`src/rtl/cnn_pkg.sv`:
```
// Shared definitions for the CNN streaming pipeline stages.
package cnn_pkg;

  localparam int DEFAULT_DATA_WIDTH = 8;
  localparam int DEFAULT_MAP_SIZE   = 16;
  localparam int CNT_W              = $clog2(DEFAULT_MAP_SIZE);

  // Widest operand the compare helper handles; callers zero-extend into it.
  localparam int MAX_W = 32;

  // Unsigned maximum of two activations.
  function automatic logic [MAX_W-1:0] max2(input logic [MAX_W-1:0] a,
                                            input logic [MAX_W-1:0] b);
    return (a > b) ? a : b;
  endfunction

endpackage

```
`src/rtl/pool_line_buf.sv`:
```
// Half-row buffer of partial maxima from the top row of each 2x2 window.
module pool_line_buf
  import cnn_pkg::*;
#(
  parameter int DATA_WIDTH = DEFAULT_DATA_WIDTH,
  parameter int DEPTH      = DEFAULT_MAP_SIZE / 2,
  parameter int AW         = (DEPTH > 1) ? $clog2(DEPTH) : 1
) (
  input  logic                  clk,
  input  logic                  rst_n,
  input  logic                  wr_en,
  input  logic [AW-1:0]         wr_addr,
  input  logic [DATA_WIDTH-1:0] wr_data,
  input  logic [AW-1:0]         rd_addr,
  output logic [DATA_WIDTH-1:0] rd_data
);

  logic [DATA_WIDTH-1:0] mem [DEPTH];

  // Single write port; the whole array clears on reset so no stale maxima survive.
  always_ff @(posedge clk or negedge rst_n) begin
    if (!rst_n) begin
      for (int i = 0; i < DEPTH; i++) begin
        mem[i] <= '0;
      end
    end else if (wr_en) begin
      mem[wr_addr] <= wr_data;
    end
  end

  // Combinational read so the bottom-right pixel can be pooled in its accept cycle.
  assign rd_data = mem[rd_addr];

endmodule

```
`src/rtl/max_pool_stream.sv`:
```
// Streaming 2x2 / stride-2 max-pool with valid/ready backpressure.
module max_pool_stream
  import cnn_pkg::*;
#(
  parameter int DATA_WIDTH = DEFAULT_DATA_WIDTH,
  parameter int MAP_SIZE   = DEFAULT_MAP_SIZE
) (
  input  logic                  clk,
  input  logic                  rst_n,
  input  logic                  frame_clr,
  input  logic                  in_valid,
  output logic                  in_ready,
  input  logic [DATA_WIDTH-1:0] in_data,
  output logic                  out_valid,
  input  logic                  out_ready,
  output logic [DATA_WIDTH-1:0] out_data,
  output logic                  out_last
);

  localparam int CNT_BITS = $clog2(MAP_SIZE);
  localparam int LB_DEPTH = MAP_SIZE / 2;
  localparam int LB_AW    = (LB_DEPTH > 1) ? $clog2(LB_DEPTH) : 1;
  localparam logic [CNT_BITS-1:0] LAST_IDX = CNT_BITS'(MAP_SIZE - 1);

  if (MAP_SIZE < 2 || (MAP_SIZE % 2) != 0) begin : g_bad_map_size
    $error("max_pool_stream: MAP_SIZE must be even and >= 2");
  end

  logic [CNT_BITS-1:0]   row;
  logic [CNT_BITS-1:0]   col;
  logic [DATA_WIDTH-1:0] hold;
  logic [DATA_WIDTH-1:0] lbuf_rdata;
  logic [DATA_WIDTH-1:0] top_max;
  logic [DATA_WIDTH-1:0] win_max;
  logic [LB_AW-1:0]      lbuf_addr;
  logic                  accept;
  logic                  lbuf_we;
  logic                  window_done;

  // One output register, so the whole stage stalls whenever it is full and not drained.
  assign in_ready    = !out_valid || out_ready;
  assign accept      = in_valid && in_ready && !frame_clr;
  assign lbuf_addr   = LB_AW'(col >> 1);
  assign lbuf_we     = accept && !row[0] && col[0];
  assign window_done = accept && row[0] && col[0];

  assign top_max = DATA_WIDTH'(max2(MAX_W'(hold), MAX_W'(in_data)));
  assign win_max = DATA_WIDTH'(max2(MAX_W'(lbuf_rdata), MAX_W'(top_max)));

  pool_line_buf #(
    .DATA_WIDTH(DATA_WIDTH),
    .DEPTH     (LB_DEPTH),
    .AW        (LB_AW)
  ) u_line_buf (
    .clk    (clk),
    .rst_n  (rst_n),
    .wr_en  (lbuf_we),
    .wr_addr(lbuf_addr),
    .wr_data(top_max),
    .rd_addr(lbuf_addr),
    .rd_data(lbuf_rdata)
  );

  // Raster position and the left-pixel hold register; frame_clr wins over an accept.
  always_ff @(posedge clk or negedge rst_n) begin
    if (!rst_n) begin
      row  <= '0;
      col  <= '0;
      hold <= '0;
    end else if (frame_clr) begin
      row  <= '0;
      col  <= '0;
      hold <= '0;
    end else if (accept) begin
      if (!col[0]) begin
        hold <= in_data;
      end
      if (col == LAST_IDX) begin
        col <= '0;
        row <= (row == LAST_IDX) ? '0 : row + 1'b1;
      end else begin
        col <= col + 1'b1;
      end
    end
  end

  // Output register: loads on a completed window, otherwise drains on out_ready.
  always_ff @(posedge clk or negedge rst_n) begin
    if (!rst_n) begin
      out_valid <= 1'b0;
      out_data  <= '0;
      out_last  <= 1'b0;
    end else if (window_done) begin
      out_valid <= 1'b1;
      out_data  <= win_max;
      out_last  <= (row == LAST_IDX) && (col == LAST_IDX);
    end else if (out_ready) begin
      out_valid <= 1'b0;
    end
  end

endmodule

```
`config.mk`:
```
export PLATFORM = sky130hd
export DESIGN_NAME = max_pool_stream
export DESIGN_NICKNAME = d
export VERILOG_FILES = /design/src/rtl/cnn_pkg.sv /design/src/rtl/pool_line_buf.sv /design/src/rtl/max_pool_stream.sv
export SDC_FILE = /design/constraint.sdc
export NUM_CORES = 1
export LEC_CHECK = 0
export ABC_CLOCK_PERIOD_IN_PS = 4350
export BUFFER_PORTS_ARGS = -buffer_cell sky130_fd_sc_hd__buf_4
export CORE_MARGIN = 5
export CORE_UTILIZATION = 61
export DETAILED_ROUTE_END_ITERATION = 8
export GPL_ROUTABILITY_DRIVEN = 0
export PLACE_DENSITY = 0.84
export SYNTH_ARGS = -nofsm -noshare
export SYNTH_HDL_FRONTEND = slang
export SYNTH_SLANG_ARGS = --single-unit
```
`constraint.sdc`:
```
create_clock -name clk -period 4.35 [get_ports clk]
set_clock_uncertainty 0.1 [all_clocks]
set_input_delay 0.435 -clock clk [delete_from_list [all_inputs] [get_ports clk]]
set_output_delay 0.435 -clock clk [all_outputs]
set_load 0.02 [all_outputs]
```
Word-level counts from Yosys, hierarchy flattened. Index checks and enable logic that the tools add are counted.

Register bits after elaboration: 90. Latch bits: 0. Bits in writable memories: 0. Memory bits (read-only): 0. Input port bits: 13. Output and inout port bits: 11. Memories kept: 0.

Add/sub/neg operators: 2. Multiply operators: 0. Div/mod/pow operators: 0. Magnitude comparators: 4. Equality and inequality tests: 3. Shift-type cells: 0. Muxes and demuxes: 20. Bitwise gates (word level): 1. Reduce and logical (&&, ||, !) cells: 17.

Operators with widths (count): $bwmux 64 (1); $mux 8 (8); $mux 4 (7); $bmux 8 s3 (1); $demux 8 s3 (1); $gt 8x8->1 (2); $add 4x1->4 const B (2); $eq 4x4->1 const B (2); $logic_and 1x1->1 (8); $reduce_bool 2->1 (3); $ge 4x4->1 const B (1); $lt 4x1->1 const B (1); $not 3->4 (1); $reduce_and 2->1 (2); $logic_not 1->1 (3); $mux 1 (2); $ne 2x2->1 const B (1); $logic_or 1x1->1 (1).

Longest topological paths before layout.
Word-level depth: 7. Mapped depth: 16. Mapped depth without buffers: 15.

Modules after synthesis. Synthesis repeated with hierarchy kept, for this count alone.

Cell total of the unflattened synthesis: 361. Area, all modules: 4724.5 um2.

Modules (own cells, without submodules): pool_line_buf (instances 1, cells an instance 172, area an instance 2992.9 um2); max_pool_stream (instances 1, cells an instance 189, area an instance 1731.7 um2).

Worst setup path after synthesis. Ideal clock, no wire load.

Kind: in2reg. Start: input port in_data[1]. End: register out_data[0]. Setup time: 0.126 ns. Data arrival time: 3.314 ns. Path slack: 0.810 ns. Cell stages on the path: 15. Cells stage by stage: inv_1 > ha_1 > nor2b_1 > o211a_1 > o31ai_4 > nor2_4 > buf_6 > a21oi_4 > ha_1 > nor2b_1 > o211ai_1 > a21oi_1 > o31ai_2 > o311a_1 > o21ai_0.

Word-level cells in the longest chain between the ends: 4.

RTL lines: start, declared (RTL line max_pool_stream.sv:13) `input logic [DATA_WIDTH-1:0] in_data,`; $gt 8x8->1 (RTL line cnn_pkg.sv:14) `return (a > b) ? a : b;`; $mux 8 (*) (RTL line cnn_pkg.sv:14); $gt 8x8->1 (RTL line cnn_pkg.sv:14); $mux 8 (*) (RTL line cnn_pkg.sv:14); end signal, assigned (RTL line max_pool_stream.sv:95) `out_data <= win_max;`; end, declared (RTL line max_pool_stream.sv:16) `output logic [DATA_WIDTH-1:0] out_data,`.

Mark *: on every way between the ends. The rest lies on a longest branch, timed or not. A chain may end at the register's enable or synchronous reset.

Worst setup path in the final report.
Start: register hold[7]. End: register out_data[0].

Word-level cells in the longest chain between the ends: 4.

RTL lines: start, declared (RTL line max_pool_stream.sv:31) `logic [DATA_WIDTH-1:0] hold;`; start signal, assigned (RTL line max_pool_stream.sv:76) `hold <= in_data;`; $gt 8x8->1 (RTL line cnn_pkg.sv:14); $mux 8 (*) (RTL line cnn_pkg.sv:14); $gt 8x8->1 (RTL line cnn_pkg.sv:14); $mux 8 (*) (RTL line cnn_pkg.sv:14).

Marks and branches as above.

==> results.toml <==
[status]
status = "finished with violations"
violations = "negative hold slack"

[finish]
multiInputGateArea_um2 = 2320
antenna_cells = 0
final_layout_size_suffix_gt1_frac = 0.222
fin_area_um2 = 5160
seqCellArea_um2 = 2250
synthToLayoutAreaGrowth_pct = 7.99
nFillCells = 592
nets = 513

[logic_synthesis]
synth.distinct_cells = 52
ys_seq_elements = 90
yosysWarnings = 0
synth_edf_count = 0
syn_avg_cell_area_um2 = 10.2
synth_cells = 468
ys_seq_area_frac = 0.471
synth_area_um2 = 4780
async_flop_share = 1.00
synthFlopType = "dfrtp_1"
synth_fp_nets = 499

[global_route]
grt_pass1_wl_um = 18100
grt_max_degree = 54
grt_usage = 0.234
grt_overflow = 0
grt_pass1_vias = 3740
antenna_found_initial = 0

[detailed_routing]
wl_um = 10500
vias = 3577
viasPerCell = 6.07
post_drt_wl_per_cell_um = 17.8
drc_errors = 0
drtIter0Drc = 217
drt_pass1_iterations = 4
drt.antenna.violating_nets = 0

[floorplan]
pin_count = 24
num_rows = 32
core_area_um2 = 7690
start_util = 0.621
die_h_um = 98.5
die_x_um = 98.5
die_area_um2 = 9700

[worst_setup_path]
cp.required_ps = 4500
cpLargestDelayFamily = "compound AO/OA/AOI/OAI gates"
reg2reg_depth = 12
cp_slowest_cell = "o31ai_2"
path_cells = "ha_1, nand2_1, o211ai_2, o31a_1, a21oi_1, a21oi_2, ha_1, a211oi_1, nor2_1, o31ai_2, o311a_1, o21ai_0"
path_max_fanout = 9
end_kind = "register"
critPathBufInv = 0
critPathMostFrequentCell = "ha_1"
path_class = "reg2reg"
cp-start-kind = "register"
cp.arrival_ps = 4040
cp_num_cells = 12
slowest_delay_ps = 600

[timing]
whs_ps = -0.129
finalSetupViolCount = 0
finalSetupTns_ps = 0
slew-limit-headroom = 0.234
rsz0062_at_grt = "no"
worstMarginPinSlew_ps = 1140
maxSlewViolCount = 0
max_freq_mhz = 257
hold_viol = 1
finalCriticalPeriod_ps = 3890
period_share = 0.894

[clocking]
post_cts_buffers = 0
hold_buffers = 0
cts.path.max_buffers = 2
clkSinkCount = 90
clkLatencyLatePin_ps = 370
path_clk_slew_ps = 90
h-tree-depth = 3
cts_buffers = 9
cts_resized = 0
tritoncts = "yes"
root_buffer = "clkbuf_8"

[placed_design]
dpl.hpwl_um = 7500
portBuffers = 23
place_area_um2 = 4970

[power_and_ir_drop]
p_leak_nw = 2.38
design_power_total_mw = 1.81
peakVddDrop_uv = 266
power.density_nw_per_um2 = 351

[min_path]
hold_class = "in2async"

[job]
cap_violations = 0
through the flow:
| step | std cells | worst slack (ps) | util |
|---|---|---|---|
| finish | 589 | 460 | 0.671 |
| global route | 589 | 207 | 0.671 |
| CTS | 589 | 523 | 0.671 |
| detailed placement | 573 | 426 | 0.647 |
| global placement | 573 | 628 | 0.647 |
| floorplan | 468 | 810 | - |
Yosys cell counts, drive strengths merged, types with 2 or more instances:
cell / n / area, um2
nor2: 84 / 325
mux4: 10 / 225
clkbuf: 4 / 15.0
inv: 11 / 41.3
nor4: 4 / 85.1
nand2b: 2 / 15.0
buf: 23 / 141
nand4: 4 / 25.0
o211ai: 2 / 20.0
ha: 18 / 225
a211oi: 9 / 67.6
dfrtp: 90 / 2250
o21ai: 16 / 91.3
a21oi: 85 / 531
nand2: 39 / 154
or3: 2 / 12.5
or2: 3 / 18.8
nand3: 7 / 35.0
o31a: 2 / 17.5
mux2i: 8 / 80.1
nor2b: 3 / 18.8
nand3b: 3 / 22.5
o31ai: 10 / 93.8
a221oi: 3 / 26.3
and3: 4 / 25.0
a21o: 2 / 15.0
mux2: 8 / 90.1
placed cells by master (no fill, tap or decap), drive strengths merged, types with 4 or more instances in the layout:
| cell type | netlist | routed |
|---|---|---|
| nand4 | 4 | 4 |
| a211oi | 9 | 9 |
| nor4 | 4 | 4 |
| nor2 | 84 | 84 |
| inv | 11 | 15 |
| a21oi | 85 | 85 |
| o21ai | 16 | 16 |
| mux2 | 8 | 8 |
| ha | 18 | 18 |
| nand3 | 7 | 7 |
| clkbuf | 4 | 10 |
| mux4 | 10 | 10 |
| mux2i | 8 | 8 |
| and3 | 4 | 4 |
| nand2 | 39 | 39 |
| o31ai | 10 | 10 |
| dfrtp | 90 | 90 |
| buf | 23 | 30 |
per-layer routing:
layer  vias to the layer above  GRT usage  part of all wire
met1                      1767      0.308              0.42
met3                        25     0.0502             0.056
met4                         0     0.0798             0.023
li1                       1691          -                 -
met2                        94      0.387              0.50
met5                         -          0                 0
path summary, 6_finish.rpt:
check,start,end,slack (ps)
max reg2reg,hold[7],out_data[0],460
min,rst_n,hold[7],-0.1
max in group asynchronous,rst_n,u_line_buf.mem[25],3220
max,hold[7],out_data[0],460
min reg2reg,u_line_buf.mem[57],u_line_buf.mem[57],390
min in group clk,in_data[1],hold[1],220
power breakdown:
group | switching (mW) | internal, mW
sequential | 0.0355 | 0.884
combinational | 0.201 | 0.144
clock | 0.317 | 0.232
total | 0.553 | 1.26
worst register-to-register path: stages (launching register included):
cell and delay, ps:
dfrtp_1 450, ha_1 360, nand2_1 110, o211ai_2 240, o31a_1 370, a21oi_1 170, a21oi_2 370, ha_1 340
a211oi_1 220, nor2_1 100, o31ai_2 600, o311a_1 270, o21ai_0 80
final cells by class:
| type | count | area share |
|---|---|---|
| Sequential cell | 90 | 0.437 |
| Clock inverter | 6 | 0.00922 |
| Clock buffer | 10 | 0.0267 |
| Tap cell | 102 | 0.0247 |
| Multi-Input combinational cell | 339 | 0.450 |
| Timing Repair Buffer | 30 | 0.0437 |
| Inverter | 12 | 0.00873 |
registers in the layout (all words and copies together) (netlist names):
register,cells
row,4
col,4
out_last,1
out_data,8
u_line_buf.mem,64
hold,8
out_valid,1
cell families after synthesis:
kind of cell    synth area share
flops                      0.471
mux                       0.0828
xor+xnor                 0.00367
buf+inv                   0.0422
fa+ha+maj                 0.0471
compound gates             0.199
simple gates               0.154
No activity file was read; power rests on OpenSTA's default activity.
